File: src/rtl/fetch_queue_if.sv
// Fetch-stage bus: memory-controller req/ack port, decode valid/ready port and redirect inputs.
// master is the fetch queue; slave is whoever sits on the other side.
interface fetch_queue_if #(
   parameter int unsigned XLEN  = 32,
   parameter int unsigned DEPTH = 4
);
   logic                       if_mc_req;
   logic [XLEN-1:0]            if_mc_addr;
   logic                       mc_if_ack;
   logic [XLEN-1:0]            mc_if_data;
   logic                       if_id_valid;
   logic [XLEN-1:0]            if_id_instruc;
   logic [XLEN-1:0]            if_id_nextpc;
   logic                       id_if_ready;
   logic                       id_if_selpcsource;
   logic [1:0]                 id_if_selpctype;
   logic [XLEN-1:0]            id_if_rega;
   logic [XLEN-1:0]            id_if_pcimd2ext;
   logic [XLEN-1:0]            id_if_pcindex;
   logic [$clog2(DEPTH):0]     if_fq_count;

   modport master (
      output if_mc_req, if_mc_addr, if_id_valid, if_id_instruc, if_id_nextpc, if_fq_count,
      input  mc_if_ack, mc_if_data, id_if_ready, id_if_selpcsource, id_if_selpctype,
             id_if_rega, id_if_pcimd2ext, id_if_pcindex
   );

   modport slave (
      input  if_mc_req, if_mc_addr, if_id_valid, if_id_instruc, if_id_nextpc, if_fq_count,
      output mc_if_ack, mc_if_data, id_if_ready, id_if_selpcsource, id_if_selpctype,
             id_if_rega, id_if_pcimd2ext, id_if_pcindex
   );
endinterface

File: src/rtl/fetch_queue.sv
// Instruction fetch stage: one-outstanding req/ack fetcher feeding a DEPTH-entry prefetch queue
// of {instruction, pc+4}; decode redirects flush the queue and squash any in-flight fetch.
module fetch_queue #(
   parameter int unsigned     XLEN       = 32,
   parameter int unsigned     DEPTH      = 4,
   parameter logic [XLEN-1:0] RESET_PC   = '0,
   parameter logic [XLEN-1:0] EXC_VECTOR = XLEN'(64)
) (
   input logic           clock,
   input logic           reset,
   fetch_queue_if.master bus
);
   localparam int unsigned PW = $clog2(DEPTH);
   localparam int unsigned CW = PW + 1;

   typedef enum logic [1:0] {StIdle, StReq, StDrop} state_e;

   state_e          state_q;
   logic            req_q;
   logic [XLEN-1:0] addr_q;
   logic [XLEN-1:0] fpc_q, fpc_d;
   logic [PW-1:0]   wr_ptr_q, rd_ptr_q;
   logic [CW-1:0]   count_q, count_d;
   logic [XLEN-1:0] instr_mem [DEPTH];
   logic [XLEN-1:0] npc_mem   [DEPTH];
   logic [XLEN-1:0] target;
   logic            redirect, push, pop, has_room, valid;

   always_comb begin
      redirect = bus.id_if_selpcsource;
      valid    = (count_q != '0);
      // A push is only possible from REQ, so an ack with no request outstanding is ignored.
      push     = (state_q == StReq) && bus.mc_if_ack && !redirect;
      pop      = valid && bus.id_if_ready && !redirect;

      count_d = count_q + CW'(push) - CW'(pop);
      if (redirect) count_d = '0;
      has_room = (count_d < CW'(DEPTH));

      target = bus.id_if_pcimd2ext;
      unique case (bus.id_if_selpctype)
         2'b00: target = bus.id_if_pcimd2ext;
         2'b01: target = bus.id_if_rega;
         2'b10: target = bus.id_if_pcindex;
         2'b11: target = EXC_VECTOR;
         default: target = bus.id_if_pcimd2ext;
      endcase
      target[1:0] = 2'b00;

      fpc_d = fpc_q;
      if (redirect)  fpc_d = target;
      else if (push) fpc_d = fpc_q + XLEN'(4);
   end

   always_ff @(posedge clock or negedge reset) begin
      if (!reset) begin
         state_q  <= StIdle;
         req_q    <= 1'b0;
         addr_q   <= RESET_PC;
         fpc_q    <= RESET_PC;
         count_q  <= '0;
         wr_ptr_q <= '0;
         rd_ptr_q <= '0;
      end else begin
         fpc_q   <= fpc_d;
         count_q <= count_d;
         if (redirect) begin
            wr_ptr_q <= '0;
            rd_ptr_q <= '0;
         end else begin
            wr_ptr_q <= wr_ptr_q + PW'(push);
            rd_ptr_q <= rd_ptr_q + PW'(pop);
         end

         unique case (state_q)
            StIdle: begin
               addr_q <= fpc_d;
               if (has_room) begin
                  state_q <= StReq;
                  req_q   <= 1'b1;
               end
            end
            StReq: begin
               if (redirect && !bus.mc_if_ack) begin
                  // Squashed request still owes us an ack; keep presenting its address.
                  state_q <= StDrop;
               end else if (bus.mc_if_ack) begin
                  addr_q <= fpc_d;
                  if (has_room) begin
                     state_q <= StReq;
                  end else begin
                     state_q <= StIdle;
                     req_q   <= 1'b0;
                  end
               end
            end
            StDrop: begin
               if (bus.mc_if_ack) begin
                  state_q <= StReq;
                  addr_q  <= fpc_d;
               end
            end
            default: begin
               state_q <= StIdle;
               req_q   <= 1'b0;
            end
         endcase
      end
   end

   // Queue storage needs no reset: entries are only visible while counted as valid.
   always_ff @(posedge clock) begin
      if (push) begin
         instr_mem[wr_ptr_q] <= bus.mc_if_data;
         npc_mem[wr_ptr_q]   <= fpc_q + XLEN'(4);
      end
   end

   assign bus.if_mc_req     = req_q;
   assign bus.if_mc_addr    = addr_q;
   assign bus.if_id_valid   = valid;
   assign bus.if_id_instruc = valid ? instr_mem[rd_ptr_q] : '0;
   assign bus.if_id_nextpc  = valid ? npc_mem[rd_ptr_q] : '0;
   assign bus.if_fq_count   = count_q;
endmodule

File: src/flat_wrapper.sv
// flat-port wrapper written by rule: the top's interface ports become plain ports
module fetch_queue_flat 
#(
   parameter int unsigned     XLEN       = 32,
   parameter int unsigned     DEPTH      = 4,
   parameter logic [XLEN-1:0] RESET_PC   = '0,
   parameter logic [XLEN-1:0] EXC_VECTOR = XLEN'(64)
)
  (clock, reset, bus_if_mc_req, bus_if_mc_addr, bus_if_id_valid, bus_if_id_instruc, bus_if_id_nextpc, bus_if_fq_count, bus_mc_if_ack, bus_mc_if_data, bus_id_if_ready, bus_id_if_selpcsource, bus_id_if_selpctype, bus_id_if_rega, bus_id_if_pcimd2ext, bus_id_if_pcindex);
  fetch_queue_if #(.XLEN(XLEN), .DEPTH(DEPTH)) bus_i ();
  input logic clock;
  input logic reset;
  output wire logic [$bits(bus_i.if_mc_req)-1:0] bus_if_mc_req;
  output wire logic [$bits(bus_i.if_mc_addr)-1:0] bus_if_mc_addr;
  output wire logic [$bits(bus_i.if_id_valid)-1:0] bus_if_id_valid;
  output wire logic [$bits(bus_i.if_id_instruc)-1:0] bus_if_id_instruc;
  output wire logic [$bits(bus_i.if_id_nextpc)-1:0] bus_if_id_nextpc;
  output wire logic [$bits(bus_i.if_fq_count)-1:0] bus_if_fq_count;
  input wire logic [$bits(bus_i.mc_if_ack)-1:0] bus_mc_if_ack;
  input wire logic [$bits(bus_i.mc_if_data)-1:0] bus_mc_if_data;
  input wire logic [$bits(bus_i.id_if_ready)-1:0] bus_id_if_ready;
  input wire logic [$bits(bus_i.id_if_selpcsource)-1:0] bus_id_if_selpcsource;
  input wire logic [$bits(bus_i.id_if_selpctype)-1:0] bus_id_if_selpctype;
  input wire logic [$bits(bus_i.id_if_rega)-1:0] bus_id_if_rega;
  input wire logic [$bits(bus_i.id_if_pcimd2ext)-1:0] bus_id_if_pcimd2ext;
  input wire logic [$bits(bus_i.id_if_pcindex)-1:0] bus_id_if_pcindex;
  assign bus_if_mc_req = bus_i.if_mc_req;
  assign bus_if_mc_addr = bus_i.if_mc_addr;
  assign bus_if_id_valid = bus_i.if_id_valid;
  assign bus_if_id_instruc = bus_i.if_id_instruc;
  assign bus_if_id_nextpc = bus_i.if_id_nextpc;
  assign bus_if_fq_count = bus_i.if_fq_count;
  assign bus_i.mc_if_ack = bus_mc_if_ack;
  assign bus_i.mc_if_data = bus_mc_if_data;
  assign bus_i.id_if_ready = bus_id_if_ready;
  assign bus_i.id_if_selpcsource = bus_id_if_selpcsource;
  assign bus_i.id_if_selpctype = bus_id_if_selpctype;
  assign bus_i.id_if_rega = bus_id_if_rega;
  assign bus_i.id_if_pcimd2ext = bus_id_if_pcimd2ext;
  assign bus_i.id_if_pcindex = bus_id_if_pcindex;
  fetch_queue #(.XLEN(XLEN), .DEPTH(DEPTH), .RESET_PC(RESET_PC), .EXC_VECTOR(EXC_VECTOR)) u_core (.clock(clock), .reset(reset), .bus(bus_i));
endmodule
File: config.mk
export PLATFORM = sky130hd
export DESIGN_NAME = fetch_queue_flat
export DESIGN_NICKNAME = d
export VERILOG_FILES = /design/src/rtl/fetch_queue_if.sv /design/src/rtl/fetch_queue.sv /design/src/flat_wrapper.sv
export SDC_FILE = /design/constraint.sdc
export NUM_CORES = 1
export LEC_CHECK = 0
export ABC_CLOCK_PERIOD_IN_PS = 8600
export BUFFER_PORTS_ARGS = -buffer_cell sky130_fd_sc_hd__buf_2
export CAP_MARGIN = 10
export CORE_MARGIN = 3
export CORE_UTILIZATION = 51
export DETAILED_ROUTE_END_ITERATION = 7
export PLACE_DENSITY = 0.76
export SYNTH_ARGS = -nofsm -noshare
export SYNTH_HDL_FRONTEND = slang
export SYNTH_SLANG_ARGS = --single-unit
File: constraint.sdc
create_clock -name clock -period 8.6 [get_ports clock]
set_input_delay 0 -clock clock [delete_from_list [all_inputs] [get_ports clock]]
set_output_delay 0 -clock clock [all_outputs]
set_load 0.01 [all_outputs]
== Yosys cells after proc, flatten, opt, wreduce, memory -nomap -nowiden ==
Memory sizes are Yosys's and may differ from the RTL's.
Cells that the tools add are included.
W data, S select, Z words.
Storage, ports and cells
  register bits: 74
  bits in writable memories: 256
  input port bits: 135
  output and inout port bits: 101
  word-level logic and storage cells: 65
  memories kept: 2
Operators by class
  add/sub/neg operators: 5
  order comparisons: 1
  equal/unequal tests: 11
  multiplexer cells: 24
  bitwise logic cells: 1
  reductions and logical operators: 14
Memory list
  u_core.instr_mem: words 4, width 32, rd ports 1, clocked after Yosys merged registers in 0, wr ports 1, RTL line fetch_queue.sv:24  | logic [XLEN-1:0] instr_mem [DEPTH];
  u_core.npc_mem: words 4, width 32, rd ports 1, clocked after Yosys merged registers in 0, wr ports 1, RTL line fetch_queue.sv:25  | logic [XLEN-1:0] npc_mem [DEPTH];
Operator list (count)
  $mux W32: 6
  $pmux W32 S4: 1
  $pmux W32 S3: 1
  $add A32 B3 Y32 const B: 1
  $mux W2: 6
  $ne A2 B2 Y1 const B: 4
  $mux W1: 7
  $eq A2 B2 Y1 const B: 3
  $pmux W2 S3: 1
  $reduce_bool A3 Y1: 2
  $logic_and A1 B1 Y1: 5
  $reduce_and A5 Y1: 1
  $add A2 B1 Y2: 2
  $eq A2 B1 Y1 const B: 2
  $logic_not A2 Y1: 2
  $add A3 B1 Y3: 1
  $lt A3 B3 Y1 const B: 1
  $mux W3: 1
  $ne A3 B3 Y1 const B: 1
  $pmux W1 S3: 1
  $reduce_and A3 Y1: 1
  $sub A3 B1 Y3: 1
  $logic_not A1 Y1: 2
  $ne A2 B1 Y1 const B: 1
  other kinds (2): 2

== Depth between registers and ports, before layout ==
Gate-level depths: netlist of run 1.
  depth after elaboration: 11
  mapped depth: 14
  mapped depth without buffers: 12

== Worst setup path before layout of run 1 ==
No wires, ideal clock.
  path type: reg2reg
  start point: register u_core.state_q[1]
  end point: memory u_core.instr_mem[2][0], enable pin
  library setup time: 0.666 ns
  arrival: 7.757 ns
  required time: 7.934 ns
  slack: 0.177 ns
  stages on the path, launching flop included: 7
  cells stage by stage: dfrtp_1 -> inv_1 -> ha_1 -> buf_2 -> nand2_1 -> clkbuf_1 -> nor4b_1
On the way
  cells in the longest elaborated chain, start to end: 5
Ends and longest elaborated chain
  start, declared: RTL line fetch_queue.sv:18  | state_e state_q;
  start signal, assigned: RTL line fetch_queue.sv:57  | state_q <= StIdle;
  start signal, assigned: RTL line fetch_queue.sv:79  | state_q <= StReq;
  start signal, assigned: RTL line fetch_queue.sv:86  | state_q <= StDrop;
  $eq A2 B1 Y1: RTL line fetch_queue.sv:33  | push = (state_q == StReq) && bus.mc_if_ack && !redirect;
  $logic_and A1 B1 Y1 (2 in series): RTL line fetch_queue.sv:33
  $mux W1: RTL line fetch_queue.sv:113  | if (push) begin
  $mux W1 (implied by the code): RTL line fetch_queue.sv:114  | instr_mem[wr_ptr_q] <= bus.mc_if_data;
  end, declared: RTL line fetch_queue.sv:24
Every way passes these cells.

== Final worst setup path of run 1 ==
  start point: register u_core.count_q[1] (netlist: u_core.bus.if_fq_count[1])
  end point: register u_core.state_q[1]
On the way
  cells in the longest elaborated chain, start to end: 8
  elaborated cells on any way between the ends: 9
  those cells by class: add/sub (2); order compare (1); eq/ne (1); mux (1); reduce/logical (4)
Ends and longest elaborated chain
  start, declared: RTL line fetch_queue.sv:23  | logic [CW-1:0] count_q, count_d;
  start signal, assigned: RTL line fetch_queue.sv:66  | count_q <= count_d;
  branches (longest 3 deep; another with $add A3 B1 Y3)
  $sub A3 B1 Y3 *: RTL line fetch_queue.sv:36  | count_d = count_q + CW'(push) - CW'(pop);
  $mux W3 *: RTL line fetch_queue.sv:37  | if (redirect) count_d = '0;
  via u_core.count_d[2]: RTL line fetch_queue.sv:23
  $lt A3 B3 Y1 *: RTL line fetch_queue.sv:38  | has_room = (count_d < CW'(DEPTH));
  $ne A2 B1 Y1 (no source line) *
  $reduce_and A3 Y1 (no source line) *
Mark *: on every way through the listed nets, which the timed path passes.
A chain may end at the register's enable or synchronous reset.

==> key figures, run 1 <==
Die
  • I/O pin count: about 240
  • Core area: 27300 um^2
  • Overall die height: 174 um
  • Starting density of the core: approximately 53%
  • Die area: roughly 30000 um^2
  • Die Width: between 150 and 200 um
  • Standard-cell rows: 60

Power
  • Peak supply drop: between 150 and 200 uV
  • Overall power consumption: between 4 and 5 mW
  • Power density of the placed cells: 259 nW/um^2
  • Leakage power figure: 6.67 nW

Hold path
  • Type of the most critical hold path: in -> reg

Timing
  • Slew at the pin with the worst max-slew slack: ~1.0 ns
  • Number of max-slew violations in the final report: 0
  • Setup TNS: 0 ns
  • Final hold vios: 0
  • Final setup skew: around 0.021 ns
  • Min cycle time layout: between 3 and 4 ns
  • Headroom to the max-slew limit: ~30%
  • Setup repair after global routing missed its margin: no
  • Endpoints failing setup: 0
  • Fmax achieved: 266 MHz
  • Setup WS post-layout: 4.84 ns
  • Final clock period utilization by the worst path: between 40 and 50%

Run
  • Max-cap viol count: 0

Critical path
  • Arrival time worst endpoint: ~4.2 ns
  • Path type of the worst setup path: reg -> reg
  • Cell family with most CP delay: simple AND/OR/NAND/NOR gates
  • WP buf/inv: 2
  • Worst setup EP type: flop
  • Data required time at the worst endpoint: between 9 and 10 ns
  • Cell with the largest stage delay on the worst path: or3_2
  • Largest stage delay, worst path: roughly 0.93 ns
  • Top fanout value on the critical path: 66
  • Type of origin of the critical path: flop
  • Crit-path cells: or3_2, and3_1, ha_1, inv_1, ha_1, inv_1, fa_1, xor2_1, xnor2_1, nor2_1, a21oi_1, mux2i_1

Yosys
  • Most common flop cell mapped by yosys: edfxtp_1
  • Library cell with the highest instance count after synthesis: edfxtp_1
  • Post-synthesis register bit count: between 300 and 400
  • Post-synth EDFFs: ~260
  • Share of flip-flops with an asynchronous set or reset: around 22%
  • Post-synthesis instance total: approximately 940
  • Ranking of synthesized cells by area: edfxtp_1 53%, dfrtp_1 13%, mux4_2 10%, and2_1 2.9%, mux2i_1 2.4%
  • Mean cell area of the mapped netlist: around 15 um^2
  • Fraction of the yosys area taken by sequential cells: between 60 and 70%
  • Ys Warns: 0
  • List of most frequent post-synthesis cells: 256 x edfxtp_1, 74 x dfrtp_1, 66 x and2_1
  • Area share of the largest cell type after synthesis: 53.4%
  • Number of nets in the synthesized netlist: roughly 1100
  • Summed instance area of the synthesized netlist: 14400 um^2
  • Leading area contributor after synthesis: edfxtp_1
  • Distinct cell type count after synthesis: 52

Clocking
  • Buffer levels on the longest clock path: 3
  • Clock Pin Slew Worst Setup and Hold Paths: 0.05 ns
  • TritonCTS clock tree: done
  • Clock buffer count from CTS: 36
  • Number of gates resized after cts: 0
  • H-tree lvl count: 2
  • Clock Sinks: 330
  • Clock insertion delay at the later pin of the skew report: about 0.52 ns
  • Clock tree root buffer cell: clkbuf_16

Routing
  • Detailed Route WL: 31100 um
  • Initial DRC Count: approximately 640
  • DRC violations left: 0
  • Total vias in the final route: a little under 9000
  • Average vias per placed instance: 5.44
  • Router iterations before antenna repair: 5
  • Detail-routed net length per standard cell: ~19 um
  • Final ANT Viol Nets: 0

Global route
  • Global Route Usage Sum: roughly a fifth
  • Initial antenna violation count: 0
  • Grt total ovfl: 0
  • Global-route wire length before repair: roughly 50000 um
  • Maximum number of pins on one net before global-route repair: 75
  • Number of global-route vias before repair: between 9000 and 10000

Placed design
  • Worst slack, placed: around 4.8 ns
  • Post-Place Cells: 1482
  • Detailed placer's ending HPWL: about 19000 um
  • RD Place Congestion: between 0.8 and 0.9
  • Port Buf Inserts: between 200 and 250
  • Post-place instance area: 15800 um^2

Finish
  • Syn-to-layout area delta: 24.0%
  • Final instance count without filler cells: roughly 1600
  • Fraction of final layout cells with drive strength greater than 1: ~30%
  • Count of antenna diodes in the layout: 0
  • Total number of nets in the final design: 1381
  • Final std cell area, no fill: between 15000 and 20000 um^2

Status
  • Outcome: finished, final reports clean
==> report_power, final <==
part | switching [mW] | internal, mW | leakage, nW
clock | 0.573 | 0.876 | 0.547
combinational | 0.638 | 0.527 | 2.90
sequential | 0.112 | 1.90 | 3.23
==> cell usage in the layout, fill, tap and decap left out, types with 25 or more instances in the layout <==
cell           netlist  routed
edfxtp_1           256     256
mux4_2              64      64
buf_2               18     228
nor2_1              42      41
nand2_1             56      56
clkbuf_16            0      37
dfrtp_1             74      72
a21oi_1             25      25
xnor2_1             33      33
and2_1              66      66
o21ai_0             43      43
mux2i_1             34      34
xor2_1              26      26
dlygate4sd3_1        0      87
==> routing by layer <==
metal	up-vias	share of wire, %	global-route usage (%)
met5	-	0	0
met4	0	2.7	6.64
li1	4155	-	-
met3	55	5.5	3.93
met1	4356	42	27.2
met2	312	50	35.5
==> area by class of cell <==
class | count | area [um^2]
flip-flops and latches | 330 | 9540
fillers | 2021 | 9490
multi-input cells | 530 | 4560
repair buffers | 326 | 2100
clock buffers | 50 | 1000
well taps | 372 | 465
clock inverters | 12 | 120
inverters | 12 | 45.0
==> per-stage QoR <==
stage | hold slack (ns) | util, %
detailed placement | 0.200 | 57.9
finish | 0.00964 | 65.3
CTS | 0.000733 | 65.2
global placement | 0.193 | 57.9
global route | 0.0352 | 65.3
floorplan | -0.296 | -
==> sequential cells by signal (all words and copies together), names as in the netlist <==
register and cells:
u_core.bus.if_fq_count 3, u_core.bus.if_mc_addr 32, u_core.bus.if_mc_req 1, u_core.fpc_q 32, u_core.instr_mem 128, u_core.npc_mem 128
u_core.rd_ptr_q 2, u_core.state_q 2, u_core.wr_ptr_q 2
==> what timing repair did <==
item | in CTS | in global routing
hold buffers | 87 | 0
buffers inserted | 0 | 0
hold endpoints to repair | 257 | 0
==> cells by family after synthesis <==
family          share of synthesized area, %
compound gates                          4.50
xor+xnor                                3.59
fa+ha+maj                              0.922
buf+inv                                 2.17
flops                                   66.3
mux                                     13.5
simple gates                            9.00
==> worst paths after layout <==
check	startpoint	end	slack (ns)	cells past startpoint
setup / recovery	u_core.bus.if_fq_count[1]$_DFF_PN0_	u_core.state_q[1]$_DFFE_PN0P_	4.84	12
hold / removal	bus_id_if_pcimd2ext[30]	u_core.fpc_q[30]$_DFF_PN0_	0.01	5
setup reg to reg	u_core.bus.if_fq_count[1]$_DFF_PN0_	u_core.state_q[1]$_DFFE_PN0P_	4.84	12
hold reg to reg	u_core.bus.if_mc_addr[16]$_DFFE_PN0P_	u_core.bus.if_mc_addr[16]$_DFFE_PN0P_	0.51	2
max in group asynchronous	reset	u_core.rd_ptr_q[0]$_DFF_PN0_	7.74	2
min in group asynchronous	reset	u_core.bus.if_mc_addr[3]$_DFFE_PN0P_	0.17	2
==> worst register-to-register path, stage by stage (launching register included) <==
cell and delay, ns:
dfrtp_1 0.42, or3_2 0.93, and3_1 0.42, ha_1 0.27, inv_1 0.06, ha_1 0.15
inv_1 0.05, fa_1 0.37, xor2_1 0.20, xnor2_1 0.15, nor2_1 0.12, a21oi_1 0.31
mux2i_1 0.23
(Power assumes the default switching activity.)
==> run 2: changes to the inputs <==
- ABC_CLOCK_PERIOD_IN_PS: 8600 -> 3250
- clock period: 8.6 -> 3.25 ns (I/O delays scaled with it)
==> key figures, run 2 (synthesized netlist as in run 1, its figures left out) <==
Global route
  • Global Route Usage Sum: 20.9% (was 20.8%)
  • Global-route wire length before repair: 50400 um (was 50200 um)
  • Maximum number of pins on one net before global-route repair: 75 (unchanged)
  • Number of global-route vias before repair: 9340 (was 9414)
  • Grt total ovfl: 0 (unchanged)
  • Initial antenna violation count: 0 (unchanged)

Clocking
  • Clock insertion delay at the later pin of the skew report: 0.50 ns (was 0.52 ns)
  • Number of gates resized after cts: 0 (unchanged)
  • Buffer levels on the longest clock path: 3 (unchanged)
  • Clock buffer count from CTS: 34 (was 36)
  • Count of buffers added by post-CTS timing repair for setup: 0 (unchanged)
  • Clock tree root buffer cell: clkbuf_16 (unchanged)
  • H-tree lvl count: 2 (unchanged)
  • TritonCTS clock tree: done (unchanged)
  • Clock Sinks: 330 (unchanged)
  • Clock Pin Slew Worst Setup and Hold Paths: 0.06 ns (was 0.05 ns)

Status
  • Outcome: finished, final reports clean (unchanged)

Timing
  • Setup repair after global routing missed its margin: no (unchanged)
  • Slew at the pin with the worst max-slew slack: 1.15 ns (was 1.05 ns)
  • Final clock period utilization by the worst path: 93.3% (was 43.7%)
  • Endpoints failing setup: 0 (unchanged)
  • Setup WS post-layout: 0.217 ns (was 4.84 ns)
  • Final hold vios: 0 (unchanged)
  • Fmax achieved: 330 MHz (was 266 MHz)
  • Headroom to the max-slew limit: 23.4% (was 30.0%)
  • Min cycle time layout: 3.03 ns (was 3.76 ns)
  • Number of max-slew violations in the final report: 0 (unchanged)
  • Final setup skew: 0.0116 ns (was 0.0211 ns)

Placed design
  • Worst slack, placed: 0.228 ns (was 4.83 ns)
  • Detailed placer's ending HPWL: 20200 um (was 19100 um)
  • Post-Place Cells: 1490 (was 1482)
  • Port Buf Inserts: 229 (unchanged)
  • RD Place Congestion: 0.880 (was 0.900)

Power
  • Leakage power figure: 6.70 nW (was 6.67 nW)
  • Power density of the placed cells: 675 nW/um^2 (was 259 nW/um^2)
  • Peak supply drop: 367 uV (was 156 uV)

Critical path
  • Number of cells traversed by the worst register-to-register path: 12 (unchanged)
  • Arrival time worst endpoint: 3.46 ns (was 4.18 ns)
  • Reg2Reg Capture Point: u_core.state_q[1]$_DFFE_PN0P_ (unchanged)
  • Crit-path cells: or3_2, and3_1, ha_1, inv_1, ha_1, inv_1, fa_1, xor2_1, xnor2_1, nor2_1, a21oi_1, mux2i_1 (unchanged)
  • Cell family with most CP delay: simple AND/OR/NAND/NOR gates (unchanged)
  • Data required time at the worst endpoint: 3.68 ns (was 9.03 ns)
  • Top fanout value on the critical path: 5 (was 66)
  • Worst setup EP type: flop (unchanged)
  • Cell with the largest stage delay on the worst path: or3_2 (unchanged)
  • Minimum setup slack among reg-to-reg paths: 0.22 ns (was 4.84 ns)
  • Worst flop-to-flop path startpoint: u_core.bus.if_fq_count[1]$_DFF_PN0_ (unchanged)
  • Largest stage delay, worst path: 0.48 ns (was 0.93 ns)
  • WP buf/inv: 2 (unchanged)
  • Type of origin of the critical path: flop (unchanged)
  • Path type of the worst setup path: reg -> reg (unchanged)

Routing
  • Initial DRC Count: 621 (was 638)
  • Router iterations before antenna repair: 5 (unchanged)
  • DRC violations left: 0 (unchanged)
  • Detailed Route WL: 31600 um (was 31100 um)
  • Detail-routed net length per standard cell: 19.3 um (was 19.0 um)
  • Final ANT Viol Nets: 0 (unchanged)
  • Average vias per placed instance: 5.45 (was 5.44)
  • Total vias in the final route: 8913 (was 8878)

Finish
  • Largest registers in the final layout: u_core.instr_mem (128), u_core.npc_mem (128) (unchanged)
  • Syn-to-layout area delta: 24.5% (was 24.0%)
  • Post-layout utilization of the core: 65.6% (was 65.3%)
  • Final instance count without filler cells: 1636 (was 1632)
  • Total number of nets in the final design: 1384 (was 1381)
  • Number of filler instances in the final layout: 1984 (was 2021)
  • Fraction of final layout cells with drive strength greater than 1: 30.5% (was 30.2%)
  • Commonest cells after routing, fill and taps aside: 256 x edfxtp_1, 228 x buf_2, 85 x dlygate4sd3_1, 72 x dfrtp_1, 66 x and2_1 (was 256 x edfxtp_1, 228 x buf_2, 87 x dlygate4sd3_1, 72 x dfrtp_1, 66 x and2_1)
  • Count of antenna diodes in the layout: 0 (unchanged)
  • Most frequent standard cell in the layout excluding fill and tap cells: edfxtp_1 (unchanged)

Die
  • Core area: 27300 um^2 (unchanged)
  • Standard-cell rows: 60 (unchanged)
  • Die Width: 174 um (unchanged)
  • Starting density of the core: 52.6% (unchanged)
  • Overall die height: 174 um (unchanged)
  • I/O pin count: 236 (unchanged)
  • Die area: 30300 um^2 (unchanged)

Hold path
  • Hold Crit Depth: 4 (was 5)
  • WHS Endpoint: u_core.rd_ptr_q[0]$_DFF_PN0_ (was u_core.fpc_q[30]$_DFF_PN0_)
  • Startpoint of the most critical hold path: bus_id_if_ready (was bus_id_if_pcimd2ext[30])
  • Type of the most critical hold path: in -> reg (unchanged)

Run
  • Max-cap viol count: 0 (unchanged)
run 2: cell count changes in the layout (fill, tap and decap cells not counted), sizes merged:
cell | previous run | this run
buf | 239 | 246
clkinv | 8 | 14
clkbuf | 50 | 47
bufinv | 2 | 0
dlygate4sd3 | 87 | 85
inv | 13 | 11
run 2: layout make-up:
type | count | area [um^2] | share of cell area [%]
sequential | 330 | 9540 | 53.3
multi-input combinational | 530 | 4600 | 25.7
timing repair buffer | 331 | 2200 | 12.3
clock inverter | 14 | 65.1 | 0.363
clock buffer | 47 | 995 | 5.55
inverter | 12 | 45.0 | 0.251
tap | 372 | 465 | 2.60
run 2: routing by layer:
layer  routed length (um)  global-route usage [%]  part of all wire (%)  vias to the layer above
met3                 2170                    4.59                   6.9                       54
met5                    0                       0                     0                        -
li1                     -                       -                     -                     4147
met2                15800                    36.1                    50                      336
met1                13000                    27.2                    41                     4376
met4                  672                    5.29                   2.1                        0
run 2: how the worst max path moves through the flow:
stage	startpoint	end	slack, ns	depth (start not counted)
detailed placement	u_core.bus.if_fq_count[1]$_DFF_PN0_	u_core.state_q[1]$_DFFE_PN0P_	0.23	12
CTS	u_core.bus.if_fq_count[1]$_DFF_PN0_	u_core.state_q[1]$_DFFE_PN0P_	0.20	12
global route	u_core.bus.if_fq_count[1]$_DFF_PN0_	u_core.bus.if_mc_req$_DFFE_PN0P_	0.02	12
global placement	u_core.bus.if_fq_count[1]$_DFF_PN0_	u_core.state_q[1]$_DFFE_PN0P_	0.28	12
finish	u_core.bus.if_fq_count[1]$_DFF_PN0_	u_core.state_q[1]$_DFFE_PN0P_	0.22	12
floorplan	u_core.state_q[1]$_DFFE_PN0P_	u_core.instr_mem[2][0]$_DFFE_PP_	-0.21	6
run 2: worst reg2reg max path, stage by stage, from the launching register on:
cell and delay [ns]:
dfrtp_1 0.43, or3_2 0.48, and3_1 0.22, ha_1 0.27, inv_1 0.05, ha_1 0.13
inv_1 0.05, fa_1 0.38, xor2_1 0.18, xnor2_1 0.15, nor2_1 0.11, a21oi_1 0.29
mux2i_1 0.23
run 2: timing repair:
action / 4_1_cts / 5_1_grt
hold buffers: 85 / 0
endpoints found under the setup margin: 0 / 0
endpoints found under the hold margin: 257 / 0
run 2: metrics by stage:
| step | hold WS, ns | setup TNS, ns | instance area (um^2) | total power [mW] |
|---|---|---|---|---|
| floorplan | -0.296 | -24.14 | 14500 | 7.26 |
| global placement | 0.198 | 0 | 16000 | 8.42 |
| detailed placement | 0.213 | 0 | 16000 | 8.48 |
| CTS | 0.000383 | 0 | 17900 | 12.2 |
| global route | 0.0364 | 0 | 17900 | 12.7 |
| finish | 0.0198 | 0 | 17900 | 12.1 |
run 2: report_power, final:
group | leakage (nW) | total, mW | internal (mW) | switching, mW
Sequential | 3.23 | 5.31 | 5.02 | 0.290
Clock | 0.515 | 3.64 | 2.14 | 1.50
Combinational | 2.95 | 3.14 | 1.43 | 1.71
Total | 6.70 | 12.1 | 8.59 | 3.51
